**src/rtl/dispatch_pair_if.sv**
```systemverilog
// Dispatch-stage bus bundle: FIFO head view, retire handshake, issue bundle and
// performance counters. The slave modport is the dispatch stage itself, the
// master modport is whoever feeds it (FIFO/test driver).
interface dispatch_pair_if #(
  parameter int ENTRY_W = 64,
  parameter int CNT_W   = 32
);
  logic                    flush;
  logic [1:0]              head_valid;
  logic [1:0][ENTRY_W-1:0] head_data;
  logic [1:0]              dqueue_en;
  logic [1:0]              invalid_en;
  logic                    stall;
  logic                    serial_done;
  logic [1:0]              issue_valid;
  logic [1:0][ENTRY_W-1:0] issue_data;
  logic [CNT_W-1:0]        pair_cnt;
  logic [CNT_W-1:0]        stall_cnt;

  modport slave (
    input  flush, head_valid, head_data, stall, serial_done,
    output dqueue_en, invalid_en, issue_valid, issue_data, pair_cnt, stall_cnt
  );

  modport master (
    output flush, head_valid, head_data, stall, serial_done,
    input  dqueue_en, invalid_en, issue_valid, issue_data, pair_cnt, stall_cnt
  );
endinterface

```
**src/rtl/dispatch_pair.sv**
```systemverilog
// Dual-issue dispatch stage. Looks at the two FIFO head entries, decides to
// issue 2/1/0 instructions, registers the issue bundle and tells the FIFO how
// many heads to retire. A serializing op parks the stage in SERIAL until the
// back end reports serial_done.
// Build option: define DISPATCH_PAIR_DUAL_ISSUE_EN to allow pairing; without it
// the stage is single-issue with the same ports.
module dispatch_pair #(
  parameter int ENTRY_W = 64,
  parameter int CNT_W   = 32
) (
  input logic           clk,
  input logic           rst,
  dispatch_pair_if.slave bus
);

  typedef enum logic {RUN = 1'b0, SERIAL = 1'b1} state_t;

  state_t                  r_state;
  state_t                  w_stateNext;
  logic [ENTRY_W-1:0]      w_slot0;
  logic [ENTRY_W-1:0]      w_slot1;
  logic                    w_canIssue;
  logic                    w_pairOk;
  logic                    w_issue0;
  logic                    w_issue1;
  logic [1:0]              r_issueValid;
  logic [1:0][ENTRY_W-1:0] r_issueData;
  logic [CNT_W-1:0]        r_pairCnt;
  logic [CNT_W-1:0]        r_stallCnt;

  assign w_slot0 = bus.head_data[0];
  assign w_slot1 = bus.head_data[1];

`ifdef DISPATCH_PAIR_DUAL_ISSUE_EN
  logic w_raw;
  logic w_memClash;
  logic w_mdClash;
  logic w_serialAny;

  // rd==0 is the hardwired zero register, so writing it never creates a RAW.
  assign w_raw       = w_slot0[15] && (w_slot0[4:0] != 5'd0) &&
                       ((w_slot0[4:0] == w_slot1[9:5]) || (w_slot0[4:0] == w_slot1[14:10]));
  assign w_memClash  = w_slot0[16] && w_slot1[16];
  assign w_mdClash   = w_slot0[17] && w_slot1[17];
  assign w_serialAny = w_slot0[18] || w_slot1[18];
  assign w_pairOk    = bus.head_valid[1] && !w_raw && !w_memClash && !w_mdClash &&
                       !w_serialAny && !w_slot0[19];
`else
  assign w_pairOk = 1'b0;
`endif

  // Slot0 issues whenever the stage is free to act; slot1 only rides along with it.
  assign w_canIssue = !rst && (r_state == RUN) && !bus.stall && !bus.flush && bus.head_valid[0];
  assign w_issue0   = w_canIssue;
  assign w_issue1   = w_canIssue && w_pairOk;

  assign bus.invalid_en  = {w_issue1, w_issue0};
  assign bus.dqueue_en   = 2'b11;
  assign bus.issue_valid = r_issueValid;
  assign bus.issue_data  = r_issueData;
  assign bus.pair_cnt    = r_pairCnt;
  assign bus.stall_cnt   = r_stallCnt;

  // Serialization FSM next state; flush always drops back to RUN.
  always_comb begin
    w_stateNext = r_state;
    if (bus.flush) begin
      w_stateNext = RUN;
    end else begin
      case (r_state)
        RUN:     if (w_issue0 && w_slot0[18]) w_stateNext = SERIAL;
        SERIAL:  if (bus.serial_done) w_stateNext = RUN;
        default: w_stateNext = RUN;
      endcase
    end
  end

  // FSM state register.
  always_ff @(posedge clk) begin
    if (rst) r_state <= RUN;
    else     r_state <= w_stateNext;
  end

  // Issue bundle: flush clears valid, stall holds everything, otherwise load or bubble.
  always_ff @(posedge clk) begin
    if (rst) begin
      r_issueValid <= 2'b00;
      r_issueData  <= '0;
    end else if (bus.flush) begin
      r_issueValid <= 2'b00;
    end else if (!bus.stall) begin
      if (w_issue0) begin
        r_issueValid   <= {w_issue1, 1'b1};
        r_issueData[0] <= w_slot0;
        r_issueData[1] <= bus.head_valid[1] ? w_slot1 : '0;
      end else begin
        r_issueValid <= 2'b00;
      end
    end
  end

  // Performance counters; only reset clears them, both wrap naturally.
  always_ff @(posedge clk) begin
    if (rst) begin
      r_pairCnt  <= '0;
      r_stallCnt <= '0;
    end else begin
      if (w_issue1)
        r_pairCnt <= r_pairCnt + {{(CNT_W-1){1'b0}}, 1'b1};
      if (bus.head_valid[0] && !w_issue0 && !bus.flush)
        r_stallCnt <= r_stallCnt + {{(CNT_W-1){1'b0}}, 1'b1};
    end
  end

endmodule
```
**src/flat_wrapper.sv**
```systemverilog
// flat-port wrapper written by rule: the top's interface ports become plain ports
module dispatch_pair_flat 
#(
  parameter int ENTRY_W = 64,
  parameter int CNT_W   = 32
)
  (clk, rst, bus_flush, bus_head_valid, bus_head_data, bus_stall, bus_serial_done, bus_dqueue_en, bus_invalid_en, bus_issue_valid, bus_issue_data, bus_pair_cnt, bus_stall_cnt);
  dispatch_pair_if #(.ENTRY_W(ENTRY_W), .CNT_W(CNT_W)) bus_i ();
  input logic clk;
  input logic rst;
  input wire logic [$bits(bus_i.flush)-1:0] bus_flush;
  input wire logic [$bits(bus_i.head_valid)-1:0] bus_head_valid;
  input wire logic [$bits(bus_i.head_data)-1:0] bus_head_data;
  input wire logic [$bits(bus_i.stall)-1:0] bus_stall;
  input wire logic [$bits(bus_i.serial_done)-1:0] bus_serial_done;
  output wire logic [$bits(bus_i.dqueue_en)-1:0] bus_dqueue_en;
  output wire logic [$bits(bus_i.invalid_en)-1:0] bus_invalid_en;
  output wire logic [$bits(bus_i.issue_valid)-1:0] bus_issue_valid;
  output wire logic [$bits(bus_i.issue_data)-1:0] bus_issue_data;
  output wire logic [$bits(bus_i.pair_cnt)-1:0] bus_pair_cnt;
  output wire logic [$bits(bus_i.stall_cnt)-1:0] bus_stall_cnt;
  assign bus_i.flush = bus_flush;
  assign bus_i.head_valid = bus_head_valid;
  assign bus_i.head_data = bus_head_data;
  assign bus_i.stall = bus_stall;
  assign bus_i.serial_done = bus_serial_done;
  assign bus_dqueue_en = bus_i.dqueue_en;
  assign bus_invalid_en = bus_i.invalid_en;
  assign bus_issue_valid = bus_i.issue_valid;
  assign bus_issue_data = bus_i.issue_data;
  assign bus_pair_cnt = bus_i.pair_cnt;
  assign bus_stall_cnt = bus_i.stall_cnt;
  dispatch_pair #(.ENTRY_W(ENTRY_W), .CNT_W(CNT_W)) u_core (.clk(clk), .rst(rst), .bus(bus_i));
endmodule
```
**config.mk**
```make
export PLATFORM = sky130hd
export DESIGN_NAME = dispatch_pair_flat
export DESIGN_NICKNAME = d
export VERILOG_FILES = /design/src/rtl/dispatch_pair_if.sv /design/src/rtl/dispatch_pair.sv /design/src/flat_wrapper.sv
export SDC_FILE = /design/constraint.sdc
export NUM_CORES = 1
export LEC_CHECK = 0
export BUFFER_PORTS_ARGS = -buffer_cell sky130_fd_sc_hd__buf_2
export CAP_MARGIN = 25
export CORE_UTILIZATION = 30
export DETAILED_ROUTE_END_ITERATION = 8
export SLEW_MARGIN = 15
export SYNTH_ARGS = -nofsm -noshare
export SYNTH_HDL_FRONTEND = slang
export SYNTH_SLANG_ARGS = --single-unit
```
**constraint.sdc**
```tcl
create_clock -name clk -period 2.2 [get_ports clk]
set_input_delay 0.33 -clock clk [delete_from_list [all_inputs] [get_ports clk]]
set_output_delay 0.33 -clock clk [all_outputs]
set_load 0.005 [all_outputs]
```
# After elaboration in Yosys (flattened, before gate mapping)
# Cells that the tools add are included.
dict set report word_totals {
  ff_bits 163
  output_inout_bits 198
}
dict set report classes {
  reduce_logical 13
  bitwise_logic 3
  n_mux 5
  add_sub_neg 1
}
# op n
set ops {}
lappend ops {{$mux W64} 1}
lappend ops {{$add A32 B1 Y32 const B} 1}
lappend ops {{$logic_and A1 B1 Y1} 7}
lappend ops {{$logic_not A1 Y1} 4}
lappend ops {{$mux W1} 3}
lappend ops {{$not A1 Y1} 3}
lappend ops {{$reduce_and A3 Y1} 1}
lappend ops {{$pmux W1 S2} 1}
lappend ops {{$reduce_or A2 Y1} 1}

# Logic depth before layout (Yosys ltp)
# Gate-level depths: netlist of run 1.
dict set report logic_depth {
  word_depth 8
  ltp_mapped 8
  ltp_nobuf 6
}

# Worst setup path after synthesis of run 1
# No wires, ideal clock.
dict set report synth_timing {
  kind {register -> register}
  from {register u_core.r_stallCnt[0] (netlist: u_core.bus.stall_cnt[0])}
  to {register u_core.r_stallCnt[30] (netlist: u_core.bus.stall_cnt[30])}
  required_ps 2072
  n_path_buf 1
  stages_incl_launch_ff 8
  path_slack_ps 555
  arrival_ps 1518
  path_cell_list {dfxtp_1 > ha_1 > nand2_1 > or3_4 > buf_6 > nor4_4 > xnor2_1 > nor2_1}
}
dict set report synth_between {
  elab_chain_len 1
}
# item line_no
set synth_lines {}
lappend synth_lines {{from (decl)} dispatch_pair.sv:29} ;# logic [CNT_W-1:0] r_stallCnt;
lappend synth_lines {{from (signal assigned)} dispatch_pair.sv:111} ;# r_stallCnt <= r_stallCnt + {{(CNT_W-1){1'b0}}, 1'b1};
lappend synth_lines {{$add A32 B1 Y32} dispatch_pair.sv:111}
# No other way between the ends.
# A chain may end at the register's enable or synchronous reset.

# Final worst setup path of run 1
dict set report layout_timing {
  from {register u_core.r_state}
  to {output port bus_invalid_en[0]}
}
dict set report layout_between {
  elab_chain_len 5
}
# item line_no
set layout_lines {}
lappend layout_lines {{from (decl)} dispatch_pair.sv:18} ;# state_t r_state;
lappend layout_lines {{from (signal assigned)} dispatch_pair.sv:81} ;# else r_state <= w_stateNext;
lappend layout_lines {{$not A1 Y1} dispatch_pair.sv:53} ;# assign w_canIssue = !rst && (r_state == RUN) && !bus.stall && !bus.flush && bus.head_valid[0];
lappend layout_lines {{$logic_and A1 B1 Y1 (4 in series)} dispatch_pair.sv:53}
lappend layout_lines {{to (decl)} flat_wrapper.sv:17} ;# output wire logic [$bits(bus_i.invalid_en)-1:0] bus_invalid_en;
# No other way between the ends.

==> run metrics, run 1 <==
status finished, final reports clean; FP Rows 52; Final nets 1187; worst path bufs/invs 2; GP Congestion 0.799; sequential fraction of the synthesis area 0.509; clock transition at the registers of the reported paths around 0.07 ns; crit end category output pin; die height 148 um; total power 6.32 mW; worst-path fanout max 28; TritonCTS clock tree yes; largest net degree at the start of global routing 130; Initial Utilization 0.310; global route overflow 0; Synth area leader dfxtp_1; slew margin rel. 0.419; commonest cells after routing, fill and taps aside buf_2, nand2_1, dfxtp_1; pin slew with the least headroom to its limit roughly 0.87 ns; min Tclk post-route 1.94 ns; die width 148 um; count of cell types in the netlist 32; DP HPWL 12.4 mm; Startpoint Class flop; final slew viol count 0; Worst Hold Class in -> reg; Power Density 742 nW/um^2; final instance area 8520 sq um; DR pass1 iterations 5; Final period util 0.883; Starting DRT DRC Count 291; CTS root buf clkbuf_16; Post-Syn Area per Cell 8.07 sq um; clk_skew 0.00911 ns; Critical Path AT 1.61 ns; slowest cell delay on critical path 0.35 ns; synth top area cells dfxtp_1, nand2_1, a21oi_1; total CTS buffers 17; fill cell total of the finished layout 2120; maximum VDD drop 0.000462 V; CP Cell Sequence nor2_1 > nand3_4 > inv_4 > buf_2; Yosys reg bits between 150 and 200; Worst-Skew Late Latency approximately 0.42 ns; CP delay by family, top buffers and inverters; # setup viols final 0; Cell Area, Synth 6380 sq um; Area after DPL 7930 sq um; Final Hold Violating Endpoints 0; slowest CP cell dfxtp_1; Core Region 20600 sq um; clock buffer depth 2; vias in the first global route approximately 5400; critical path class reg -> out; CP Data Required Time 1.87 ns; postcts setup bufs 0; Leakage 3.77 nW; CTS resizes 0; total number of vias 6061; global-route wire length before repair 28.3 mm; Hold Buf Count CTS 0; commonest non-fill, non-tap cell in the layout buf_2; initial antenna violation count 0; max cap viols 0; antenna diode count 0; Synth warnings 0; RSZ-0062 raised after global routing false; Syn Inst Count 790; Setup TNS 0 ns; share of cells above drive strength 1 0.324; clock sink count 162; wire length after detailed routing around 18 mm; die area about 22000 sq um; Fmax slightly above 500 MHz; boundary pin count 333; GRT Total Usage 0.163; DR WL/cell 13.7 um; post-route ant nets 0; port bufs 296; DRC viols 0; top cell type's share of synthesized area 0.509; H-tree depth 4; post-DR vias/cell approximately 4.5; Synth-to-Final Area Change 33.6%
## cell usage after synthesis (all sizes together)
cell    count
nand2b      3
a21oi     131
ha          1
a31o        1
clkbuf     40
xnor2      20
nand3      75
a21boi      1
nor2b       1
and2        2
nor4        7
conb        2
and3        7
nor2       36
nand2     206
nand4       7
xor2        9
nor3       10
and4        4
o21ai       2
buf        56
dfxtp     162
nand4b      1
inv         3
or3         3
## state kept, by name, indices dropped and copies added (netlist names)
| signal | flops |
|---|---|
| u_core.bus.issue_data | 128 |
| u_core.bus.issue_valid | 1 |
| u_core.bus.stall_cnt | 32 |
| u_core.r_state | 1 |
## path summary, 6_finish.rpt
kind / start / endpoint / slack (ns) / depth (start not counted)
setup / recovery: u_core.r_state / bus_invalid_en[0] / 0.26 / 4
hold / removal: bus_head_data[39] / u_core.bus.issue_data[39] / 0.14 / 3
setup reg to reg: u_core.bus.stall_cnt[15] / u_core.bus.stall_cnt[27] / 0.37 / 5
hold reg to reg: u_core.bus.issue_data[64] / u_core.bus.issue_data[64] / 0.45 / 2
## worst reg2reg max path, stage by stage, from the launching register on
cell	delay (ns)
dfxtp_1	0.44
and4_1	0.34
nand4_1	0.30
nor4_1	0.39
xnor2_1	0.16
nor2_1	0.05
## metal layers
metal | up-vias | part of all wire | wire (um) | global-route usage
met5 | - | 0 | 0 | 0
met4 | 0 | 0.0084 | 153 | 0.0454
met3 | 12 | 0.083 | 1520 | 0.0515
met2 | 235 | 0.49 | 8870 | 0.262
met1 | 2752 | 0.42 | 7710 | 0.209
li1 | 3062 | - | - | -
## per-stage QoR
step | setup WS [ns] | instances | util | hold slack [ns]
6_report | 0.258 | 1334 | 0.414 | 0.138
5_1_grt | 0.122 | 1334 | 0.414 | 0.115
4_1_cts | 0.225 | 1334 | 0.414 | 0.116
3_5_place_dp | 0.360 | 1302 | 0.386 | 0.440
3_3_place_gp | 0.364 | 1302 | 0.386 | 0.435
2_1_floorplan | 0.555 | 824 | - | 0.448
## logic make-up (layout without fill, tap and decap cells)
logic type | Yosys count | count (layout) | synth area share
AOI/OAI and AO/OA | 135 | 135 | 0.107
xor gates and xnor gates | 29 | 29 | 0.0398
adders and majority gates | 1 | 1 | 0.00196
buffers and inverters | 99 | 339 | 0.0850
DFF | 162 | 162 | 0.509
other | 2 | 36 | 0.00118
and+or+nand+nor | 362 | 362 | 0.256
## cell type report
type / instances / area [sq um] / share of cell area
Sequential cell: 162 / 3240 / 0.381
Clock inverter: 14 / 146 / 0.0172
Inverter: 3 / 13.8 / 0.00162
Tap cell: 270 / 338 / 0.0397
Clock buffer: 18 / 439 / 0.0516
Timing Repair Buffer: 304 / 1610 / 0.189
Multi-Input combinational cell: 563 / 2730 / 0.321
## report_power, final
part,internal [mW],total (mW),switching (mW)
clock network,1.63,2.95,1.33
logic,0.159,0.371,0.213
registers,2.97,2.99,0.0207
total,4.76,6.32,1.56
No activity file was read; power rests on OpenSTA's default activity.
==> inputs of run 2 (changes only) <==
- CORE_AREA: not set -> 2 2 130 132
- CORE_UTILIZATION: 30 -> not set
- DIE_AREA: not set -> 0 0 132 134
- PLACE_DENSITY: not set -> 0.71
==> run metrics, run 2 (synthesis results as in run 1) <==
worst path bufs/invs 3; post-route ant nets 0; Power Density between 700 and 800 nW/um^2; top layer reached by signal wires met4; Setup WS post-layout 0.301 ns; global-route wire length before repair 27.3 mm; Final nets 1193; Final Hold Violating Endpoints 0; slowest CP cell dfxtp_1; clock buffer depth 2; wire length on met3 1.27 mm; DP HPWL 12.3 mm; critical path class reg -> out; clock transition at the registers of the reported paths 0.07 ns; Worst Hold Class in -> reg; postcts setup bufs 0; non-filler cells, final 1291; Starting DRT DRC Count 315; CP delay by family, top buffers and inverters; RSZ-0062 raised after global routing false; Final period util 0.863; CTS resizes 0; Synth-to-Final Area Change 32.2%; vias in the first global route 5477; Initial Utilization 0.391; wire length after detailed routing 17.6 mm; share of cells above drive strength 1 0.326; met2 WL 8.56 mm; boundary pin count 333; clock sink count 162; Startpoint Class flop; DR WL/cell 13.6 um; DR pass1 iterations 4; Comb pwr share 0.061; clock power share 0.449; die area around 18000 sq um; largest net degree at the start of global routing slightly below 90; CTS root buf clkbuf_16; CP Cell Sequence nor2_1 > nand3_4 > inv_4 > buf_4 > buf_2; Flop pwr share 0.490; DRC viols 0; slew margin rel. 0.384; pin slew with the least headroom to its limit 0.924 ns; crit end category output pin; slowest cell delay on critical path about 0.34 ns; CP Data Required Time around 1.9 ns; Worst-Skew Late Latency about 0.42 ns; post-DR vias/cell 4.71; Leakage 3.78 nW; worst-path fanout max 17; met1 wire length roughly 7.4 mm; min Tclk post-route 1.90 ns; total CTS buffers 17; Core Region 16300 sq um; Critical Path AT 1.57 ns; commonest non-fill, non-tap cell in the layout buf_2; Int Pwr 4.68 mW; initial antenna violation count 2; total number of vias 6076; Setup TNS 0 ns; FP Rows 47; dpl ws roughly 0.36 ns; flip-flop count of the largest register after layout about 130; die width 132 um; Switching Share 0.234; commonest cells after routing, fill and taps aside buf_2, nand2_1, dfxtp_1; Fmax 527 MHz; DP Cell Count 1258; final slew viol count 0; max cap viols 0; port bufs 296; GRT Total Usage 0.191; die height 134 um; status finished, final reports clean; global route overflow 0; # setup viols final 0; maximum VDD drop 0.000492 V; clk_skew a little over 0.01 ns; sw power 1.43 mW; GP Congestion 0.800; Hold Buf Count CTS 0; TritonCTS clock tree yes; H-tree depth 4
-- run 2: metrics by stage --
stage	utilization	total power [mW]	cell area (sq um)	hold slack (ns)
6_report	0.518	6.11	8430	0.140
5_1_grt	0.518	6.36	8430	0.120
4_1_cts	0.517	6.19	8430	0.119
3_5_place_dp	0.484	3.43	7880	0.441
3_3_place_gp	0.484	3.43	7880	0.435
2_1_floorplan	-	3.27	6500	0.448
-- run 2: routing by layer --
layer,vias up,global-route usage
li1,3073,-
met1,2736,0.228
met2,235,0.320
met3,32,0.0624
met4,0,0.0761
met5,-,0
-- run 2: power groups by stage --
stage	Sequential, mW	Combinational (mW)	Clock (mW)
6_report	2.99	0.372	2.74
3_5_place_dp	3.06	0.373	0
2_1_floorplan	3.06	0.205	0
4_1_cts	2.99	0.374	2.82
3_3_place_gp	3.06	0.371	0
5_1_grt	3.00	0.413	2.95
-- run 2: final timing paths --
check,from,to,slack [ns],cells after the start
setup / recovery,u_core.r_state,bus_invalid_en[0],0.30,5
hold / removal,bus_head_data[13],u_core.bus.issue_data[13],0.14,3
setup reg to reg,u_core.bus.stall_cnt[8],u_core.bus.stall_cnt[25],0.42,5
hold reg to reg,u_core.bus.issue_data[93],u_core.bus.issue_data[93],0.45,2
-- run 2: cell type report --
type                            count  area, sq um
Clock buffer                       22          474
Fill cell                        1643         7860
Multi-Input combinational cell    563         2730
Inverter                            3         13.8
Timing Repair Buffer              310         1610
Antenna cell                        1         2.50
Tap cell                          220          275
Clock inverter                     10         76.3
Sequential cell                   162         3240
-- run 2: worst min-delay path, cell delays in order --
cell	delay, ns
buf_2	0.09
nand2_1	0.04
a21oi_1	0.05
==> inputs of run 3 (changes only) <==
- ABC_AREA: not set -> 1
- CORE_AREA: 2 2 130 132 -> 2 2 128 130
- DIE_AREA: 0 0 132 134 -> 0 0 130 132
- PLACE_DENSITY: 0.71 -> 0.75
==> run metrics, run 3 <==
dpl ws between 0.3 and 0.4 ns; Initial Utilization 0.428; Leakage 4.20 nW; max cap viols 0; GRT Total Usage 0.219; most common cell in the netlist nor2_1; H-tree depth 4; fill cell total of the finished layout 1509; Synth warnings 0; sw power 1.48 mW; CP Data Required Time between 1.5 and 2 ns; Setup WS post-layout 0.169 ns; post-route ant nets 0; critical path class reg -> out; Worst Hold Class in -> reg; critical path launch point u_core.r_state; clk_skew 0.00614 ns; Cell Area, Synth 6720 sq um; DR pass1 iterations 6; Starting DRT DRC Count 476; commonest non-fill, non-tap cell in the layout buf_2; initial antenna violation count 1; min-delay src bus_head_data[25]; Final nets 1308; slew margin rel. 0.422; global route overflow 0; GP Congestion 0.891; Core Region 15700 sq um; top cell type's share of synthesized area 0.483; RSZ-0062 raised after global routing false; Int Pwr 4.84 mW; Flop pwr share 0.478; DR WL/cell 14.0 um; clock power share 0.457; Synth area leader dfxtp_1; die area 17200 sq um; Setup TNS 0 ns; worst r2r src u_core.bus.stall_cnt[1]; Synth-to-Final Area Change 30.1%; share of cells above drive strength 1 0.298; Comb pwr share 0.065; Critical Path AT ~1.7 ns; crit end category output pin; Final period util 0.923; Syn Inst Count 905; commonest cells after routing, fill and taps aside buf_2, nor2_1, dfxtp_1; FF+latch area 3240 sq um; Fmax 492 MHz; hold slack 0.128 ns; total number of vias about 6800; DRC viols 0; vias in the first global route 6347; final slew viol count 0; maximum VDD drop 0.000515 V; total CTS buffers 17; clock buffer depth 2; synth top area cells dfxtp_1, nor2_1, nand2_1; flip-flop count of the largest register after layout 128; FP Rows 46; synth cell count leaders nor2_1, dfxtp_1, nand2_1; # setup viols final 0; post-DR vias/cell approximately 4.8; Startpoint Class flop; non-filler cells, final 1402; EDFF count, synth 0; CTS root buf clkbuf_16; wire length after detailed routing 19.6 mm; Synth Flop Type dfxtp_1; count of cell types in the netlist 29; sequential fraction of the synthesis area 0.483; min Tclk post-route 2.03 ns; die width 130 um; pin slew with the least headroom to its limit 0.867 ns; Switching Share 0.234; DP HPWL 13.4 mm; Final Hold Violating Endpoints 0; Post-Syn Area per Cell 7.42 sq um; Worst-Skew Late Latency 0.42 ns; asr flop ratio synth 0; status finished, final reports clean; multi-input logic area between 2000 and 3000 sq um; boundary pin count approximately 330; TritonCTS clock tree yes; port bufs just under 300; Power Density around 720 nW/um^2; global-route wire length before repair slightly above 30 mm; largest net degree at the start of global routing 130; die height 132 um; DP Cell Count 1368; clock transition at the registers of the reported paths 0.07 ns; worst-path fanout max 65; Yosys reg bits 162; clock sink count approximately 160
==> run 3: metal layers <==
metal	wire length, um	vias to the layer above	part of all wire	track usage
li1	-	3395	-	-
met1	8110	3069	0.41	0.267
met3	1540	41	0.079	0.0674
met5	0	-	0	0
met2	9410	262	0.48	0.357
met4	561	0	0.029	0.0920
==> run 3: logic make-up (layout without fill, tap and decap cells) <==
kind of cell,after synthesis,in the layout,synth area share
compound gates,154,154,0.117
xor+xnor,2,2,0.00261
fa+ha+maj,1,1,0.00186
buf+inv,135,381,0.108
flops,162,162,0.483
other cells,2,37,0.00112
simple gates,449,449,0.287
==> run 3: through the flow <==
step	area (sq um)	total power, mW	utilization
after global placement	8150	3.49	0.519
after detailed placement	8150	3.49	0.519
after global routing	8740	6.54	0.556
final	8740	6.32	0.556
after CTS	8720	6.37	0.555
after floorplan	6850	3.32	-
==> run 3: power by group through the flow <==
stage / Clock (mW) / Combinational (mW) / Sequential (mW)
2_1_floorplan: 0 / 0.231 / 3.09
3_3_place_gp: 0 / 0.406 / 3.08
3_5_place_dp: 0 / 0.410 / 3.08
4_1_cts: 2.94 / 0.411 / 3.02
5_1_grt: 3.06 / 0.462 / 3.02
6_report: 2.89 / 0.414 / 3.02
==> run 3: repair_timing <==
item	in CTS	in global routing
endpoints found under the setup margin	0	1
hold endpoints to repair	0	0
gates resized for setup	0	2
buffers inserted	0	0
hold buffers	0	0
==> run 3: worst max-delay path: stages, from the launching register on <==
cell and delay (ns):
dfxtp_1 0.31, nor2_1 0.17, nand2_4 0.09, nor2_4 0.17, clkbuf_16 0.30, buf_2 0.17
==> run 3: layout make-up <==
class	count	share of cell area
Multi-Input combinational cell	642	0.329
Sequential cell	162	0.371
Clock inverter	12	0.0152
Clock buffer	20	0.0500
Timing Repair Buffer	305	0.184
Tap cell	216	0.0309
Inverter	44	0.0192
Antenna cell	1	0.000286
==> run 3: worst paths after layout <==
check | slack, ns | endpoint | depth (start not counted)
max reg2reg | 0.44 | u_core.bus.stall_cnt[20] | 8
max | 0.17 | bus_invalid_en[0] | 5
min | 0.13 | u_core.bus.issue_data[25] | 3
min reg2reg | 0.46 | u_core.bus.issue_data[101] | 2
